## src/rtl/ttl_pkg.sv

```systemverilog
// ttl_pkg: shared types and helpers for the TTL gate library.
//   gate_func_t    : selectable gate function
//   gate_eval      : evaluates a gate over an 8-bit input vector
//   gate_pad_val   : neutral fill value for unused vector bits
//   gate_reset_val : gate output for all-zero inputs (used as the reset value)
package ttl_pkg;

  localparam int unsigned MaxInputs = 8;

  typedef enum logic [2:0] {
    GATE_NOR,
    GATE_OR,
    GATE_NAND,
    GATE_AND,
    GATE_XOR,
    GATE_XNOR
  } gate_func_t;

  // Unused inputs are padded with a value that cannot change the result:
  // 1 for AND-type gates, 0 for OR-type and parity gates.
  function automatic logic gate_pad_val(gate_func_t func);
    return (func == GATE_AND) || (func == GATE_NAND);
  endfunction

  function automatic logic gate_eval(gate_func_t func, logic [MaxInputs-1:0] vec);
    logic r;
    case (func)
      GATE_NOR:  r = ~|vec;
      GATE_OR:   r = |vec;
      GATE_NAND: r = ~&vec;
      GATE_AND:  r = &vec;
      GATE_XOR:  r = ^vec;
      GATE_XNOR: r = ~^vec;
      default:   r = 1'b0;
    endcase
    return r;
  endfunction

  function automatic logic gate_reset_val(gate_func_t func);
    return (func == GATE_NOR) || (func == GATE_NAND) || (func == GATE_XNOR);
  endfunction

endpackage

```

## src/rtl/ttl_delay_line.sv

```systemverilog
// ttl_delay_line: one gate channel's timing path.
//   DELAY-stage ce-gated shift register, optional glitch filter, and registered
//   rise/fall pulse outputs. Optional filter enabled by `define TTL_GLITCH_FILTER_EN.
// Ports:
//   clk   : system clock
//   reset : synchronous active-high reset (loads RESET_VAL everywhere)
//   ce    : clock enable for the pipeline and filter
//   raw   : combinational gate result for this channel
//   y     : delayed (and optionally filtered) gate output
//   rise  : one-cycle pulse, one cycle after y goes 0->1
//   fall  : one-cycle pulse, one cycle after y goes 1->0
module ttl_delay_line #(
  parameter int unsigned DELAY      = 1,
  parameter int unsigned FILTER_LEN = 2,
  parameter logic        RESET_VAL  = 1'b0
) (
  input  logic clk,
  input  logic reset,
  input  logic ce,
  input  logic raw,
  output logic y,
  output logic rise,
  output logic fall
);

  if (DELAY < 1 || DELAY > 8) begin : g_bad_delay
    $error("ttl_delay_line: DELAY out of range 1..8");
  end
  if (FILTER_LEN < 1 || FILTER_LEN > 15) begin : g_bad_filter
    $error("ttl_delay_line: FILTER_LEN out of range 1..15");
  end

  logic [DELAY-1:0] stage_q;
  logic [DELAY-1:0] stage_d;
  logic             y_cur;
  logic             y_prev_q;
  logic             rise_q;
  logic             fall_q;

  if (DELAY == 1) begin : g_one
    assign stage_d = raw;
  end else begin : g_multi
    assign stage_d = {stage_q[DELAY-2:0], raw};
  end

  always_ff @(posedge clk) begin
    if (reset) begin
      stage_q <= {DELAY{RESET_VAL}};
    end else if (ce) begin
      stage_q <= stage_d;
    end
  end

`ifdef TTL_GLITCH_FILTER_EN
  localparam logic [3:0] FilterLast = 4'(FILTER_LEN - 1);

  logic [3:0] cnt_q;
  logic       y_q;

  // Compare against the value entering the last stage so that the filter adds
  // exactly FILTER_LEN-1 ce edges of latency.
  always_ff @(posedge clk) begin
    if (reset) begin
      y_q   <= RESET_VAL;
      cnt_q <= '0;
    end else if (ce) begin
      if (stage_d[DELAY-1] != y_q) begin
        if (cnt_q == FilterLast) begin
          y_q   <= ~y_q;
          cnt_q <= '0;
        end else begin
          cnt_q <= cnt_q + 4'd1;
        end
      end else begin
        cnt_q <= '0;
      end
    end
  end

  assign y_cur = y_q;
`else
  assign y_cur = stage_q[DELAY-1];
`endif

  // Edge detect against last cycle's y; runs every clk so pulses never stretch
  // when ce is low.
  always_ff @(posedge clk) begin
    if (reset) begin
      y_prev_q <= RESET_VAL;
      rise_q   <= 1'b0;
      fall_q   <= 1'b0;
    end else begin
      y_prev_q <= y_cur;
      rise_q   <= y_cur & ~y_prev_q;
      fall_q   <= ~y_cur & y_prev_q;
    end
  end

  assign y    = y_cur;
  assign rise = rise_q;
  assign fall = fall_q;

endmodule

```

## src/rtl/ttl_gate_bank.sv

```systemverilog
// ttl_gate_bank: CHANNELS independent INPUTS-input gates with a shared function,
//   per-channel propagation-delay pipeline and rise/fall pulse outputs.
//   Optional glitch filter enabled by `define TTL_GLITCH_FILTER_EN.
// Ports:
//   clk   : system clock
//   reset : synchronous active-high reset
//   ce    : clock enable for the delay pipelines
//   in    : gate inputs, in[c][i]
//   y     : registered gate outputs, one per channel
//   rise  : one-cycle pulse per channel after y goes 0->1
//   fall  : one-cycle pulse per channel after y goes 1->0
module ttl_gate_bank
  import ttl_pkg::*;
#(
  parameter int unsigned CHANNELS   = 3,
  parameter int unsigned INPUTS     = 3,
  parameter gate_func_t  FUNC       = GATE_NOR,
  parameter int unsigned DELAY      = 1,
  parameter int unsigned FILTER_LEN = 2
) (
  input  logic                             clk,
  input  logic                             reset,
  input  logic                             ce,
  input  logic [CHANNELS-1:0][INPUTS-1:0]  in,
  output logic [CHANNELS-1:0]              y,
  output logic [CHANNELS-1:0]              rise,
  output logic [CHANNELS-1:0]              fall
);

  if (CHANNELS < 1 || CHANNELS > 16) begin : g_bad_channels
    $error("ttl_gate_bank: CHANNELS out of range 1..16");
  end
  if (INPUTS < 2 || INPUTS > MaxInputs) begin : g_bad_inputs
    $error("ttl_gate_bank: INPUTS out of range 2..8");
  end

  localparam logic PadVal   = gate_pad_val(FUNC);
  localparam logic ResetVal = gate_reset_val(FUNC);

  for (genvar c = 0; c < CHANNELS; c++) begin : g_chan
    logic [MaxInputs-1:0] vec;
    logic                 raw;

    always_comb begin
      vec              = {MaxInputs{PadVal}};
      vec[INPUTS-1:0]  = in[c];
      raw              = gate_eval(FUNC, vec);
    end

    ttl_delay_line #(
      .DELAY      (DELAY),
      .FILTER_LEN (FILTER_LEN),
      .RESET_VAL  (ResetVal)
    ) u_line (
      .clk   (clk),
      .reset (reset),
      .ce    (ce),
      .raw   (raw),
      .y     (y[c]),
      .rise  (rise[c]),
      .fall  (fall[c])
    );
  end

endmodule

```

## config.mk

```make
export PLATFORM = sky130hd
export DESIGN_NAME = ttl_gate_bank
export DESIGN_NICKNAME = d
export VERILOG_FILES = /design/src/rtl/ttl_pkg.sv /design/src/rtl/ttl_delay_line.sv /design/src/rtl/ttl_gate_bank.sv
export SDC_FILE = /design/constraint.sdc
export NUM_CORES = 1
export LEC_CHECK = 0
export CORE_AREA = 2 2 39 41
export CTS_CLUSTER_DIAMETER = 40
export DETAILED_ROUTE_END_ITERATION = 7
export DIE_AREA = 0 0 41 43
export PLACE_DENSITY = 0.65
export SLEW_MARGIN = 10
export SYNTH_ARGS = -nofsm -noshare
export SYNTH_HDL_FRONTEND = slang
export SYNTH_SLANG_ARGS = --single-unit
```

## constraint.sdc

```tcl
create_clock -name clk -period 1.3 [get_ports clk]
set_input_delay 0.195 -clock clk [delete_from_list [all_inputs] [get_ports clk]]
set_output_delay 0.195 -clock clk [all_outputs]
set_load 0.02 [all_outputs]
```

==> metrics.txt <==
die height 43 um; routed vias 306; crit path max-delay cell type dfxtp_1; Worst Max-Slew Pin Slew roughly 0.32 ns; Routed Wire Length 599 um; syn nets 55; clock buffer depth 2; DP HPWL 472 um; Seq/Total Area, Yosys 0.525; latest clock arrival within the worst-skew pair 0.26 ns; layout filler cell count 139; syn avg cell area around 11 um^2; Design Power 0.789 mW; relative slew slack 0.786; Hold Path Class register to register; worst ir drop on vdd 521 uV; power per cell area ~1300 nW/um^2; PortBufs 20; Core Area 1380 um^2; CTS Hold Buffers Added 0; antenna violations before repair 0; Tmin final 1.17 ns; clock sink count 12; Initial Util 0.331; Mapped Cells 43; CP Capture Type output port; Final setup viols 0; switching part of the total 0.215; cell chosen for the clock root clkbuf_4; status complete, no violations; max-capacitance violation count 0; crit-path cells dlygate4sd2_1; crit path max fanout 4; Inserted Clock Buffers 3; placed inst area 599 um^2; post-DR vias/cell 4.19; Startpoint Class register; fin. max-slew vios 0; top cells by area, synth dfxtp_1, buf_4, a211o_1, or2_4, nor3b_1; first-pass GRT wire length 972 um; share of layout cells above drive strength 1 0.175; Rows 14; CTS H-Tree Depth 1; clock transition at the registers of the reported paths 0.07 ns; Clock Power Share 0.362; Yosys cell types 10; period utilization 0.903; worst setup path class register to output port; RSZ-0062 raised after global routing false; WP data arrival approximately 0.98 ns; area grow syn2layout 36.3%; Worst Path Required 1.11 ns; Ports 21; wire per inst approximately 8.2 um; register area about 240 um^2; cell area after layout about 620 um^2; chip width 41 um; switching power 0.169 mW; Final GP Congestion about 0.55; Post-layout nets 70; drt initial violations 1; TritonCTS clock tree yes; flops & latches, synth 12; combinational power share 0.135; Setup Skew 0.000460 ns; pin count of the biggest net entering global routing 10; Internal Power 0.620 mW; grt total ovfl 0; CP bufs+invs 1; Warnings, synthesis 0; Fin. Hold Viols 0; Seq pwr share 0.503; Synth top area share 0.525; crit-path max cell delay approximately 0.37 ns; Die Footprint 1760 um^2; Mapped Area 458 um^2; Leak 0.292 nW; multi-input logic area 128 um^2; DRC viols 0; 1st-pass router iterations 3; Highest Clock Rate ~0.85 GHz; Crit path max-delay family flip-flops; Post-Route Setup TNS 0 ns; global-route usage over all layers 0.0848; vias in the first global route 240; post-route ant nets 0; Hold Slack 0.423 ns; Diodes inserted 0; Synth area leader dfxtp_1
## power groups by stage
stage,clock network [mW],registers (mW),logic [mW]
2_1_floorplan,0,0.404,0.0751
3_3_place_gp,0,0.406,0.116
3_5_place_dp,0,0.407,0.118
4_1_cts,0.295,0.397,0.108
5_1_grt,0.304,0.400,0.116
6_report,0.286,0.397,0.106
## timing repair
item                                    CTS  global route
endpoints found under the setup margin    9             0
buffers inserted                          0             0
hold endpoints to repair                  0             0
resized for setup                         9             0
## stage by stage
step	setup WS, ns	utilization	cells
after floorplan	0.519	-	43
after global placement	0.0983	0.433	69
after detailed placement	0.0788	0.433	69
after CTS	0.112	0.451	73
after global routing	0.0859	0.451	73
final	0.125	0.451	73
## worst paths after layout
kind | start | endpoint | slack (ns) | depth (start not counted)
hold / removal | g_chan[2].u_line.y_prev_q$_SDFF_PP1_ | g_chan[2].u_line.rise$_SDFF_PP0_ | 0.42 | 1
hold reg to reg | g_chan[2].u_line.y_prev_q$_SDFF_PP1_ | g_chan[2].u_line.rise$_SDFF_PP0_ | 0.42 | 1
setup reg to reg | g_chan[1].u_line.y$_SDFFE_PP1P_ | g_chan[1].u_line.y$_SDFFE_PP1P_ | 0.47 | 2
setup / recovery | g_chan[2].u_line.y$_SDFFE_PP1P_ | y[2] | 0.13 | 1
## synthesized netlist by cell type
master / number
a211o_1: 3
buf_6: 1
nor2_2: 3
dfxtp_1: 12
nor3b_1: 3
buf_4: 9
inv_1: 3
nor2b_1: 3
nor3_1: 3
or2_4: 3
## worst register-to-register path, stage by stage, from the launching register on
cell and delay [ns]:
dfxtp_1 0.33, nor2b_1 0.13, a211o_1 0.26
## cell families after synthesis
family                 Yosys count  share of synthesized area
AND/OR/NAND/NOR                 15                      0.221
buffers and inverters           13                      0.197
flip-flops                      12                      0.525
AO/OA/AOI/OAI                    3                     0.0574
## placed cells by master (no fill, tap or decap)
cell / instances
nor3_1: 3
a211o_1: 3
nor3b_1: 3
clkdlybuf4s50_1: 11
clkbuf_4: 3
dlygate4sd2_1: 9
nor2_2: 3
nor2b_1: 3
inv_1: 3
or2_4: 3
clkbuf_8: 1
dfxtp_1: 12
## registers in the layout, summed over array words and instances, names as in the netlist
name,count
g_chan.u_line.fall,3
g_chan.u_line.y,3
g_chan.u_line.y_prev_q,3
g_chan.u_line.rise,3
## final cells by class
cell class                 instances  area share
inverter                           3      0.0180
clock buffer                       4      0.0581
sequential                        12       0.385
tap                               16      0.0321
timing repair buffer              20       0.303
multi-input combinational         18       0.204
## routing by layer
| layer | global-route usage | wire (um) | up-vias |
|---|---|---|---|
| li1 | - | - | 159 |
| met2 | 0.0969 | 252 | 15 |
| met3 | 0.0314 | 47 | 2 |
| met4 | 0.0800 | 14 | 0 |
| met5 | 0 | 0 | - |
| met1 | 0.115 | 283 | 130 |
(Power assumes the default switching activity.)
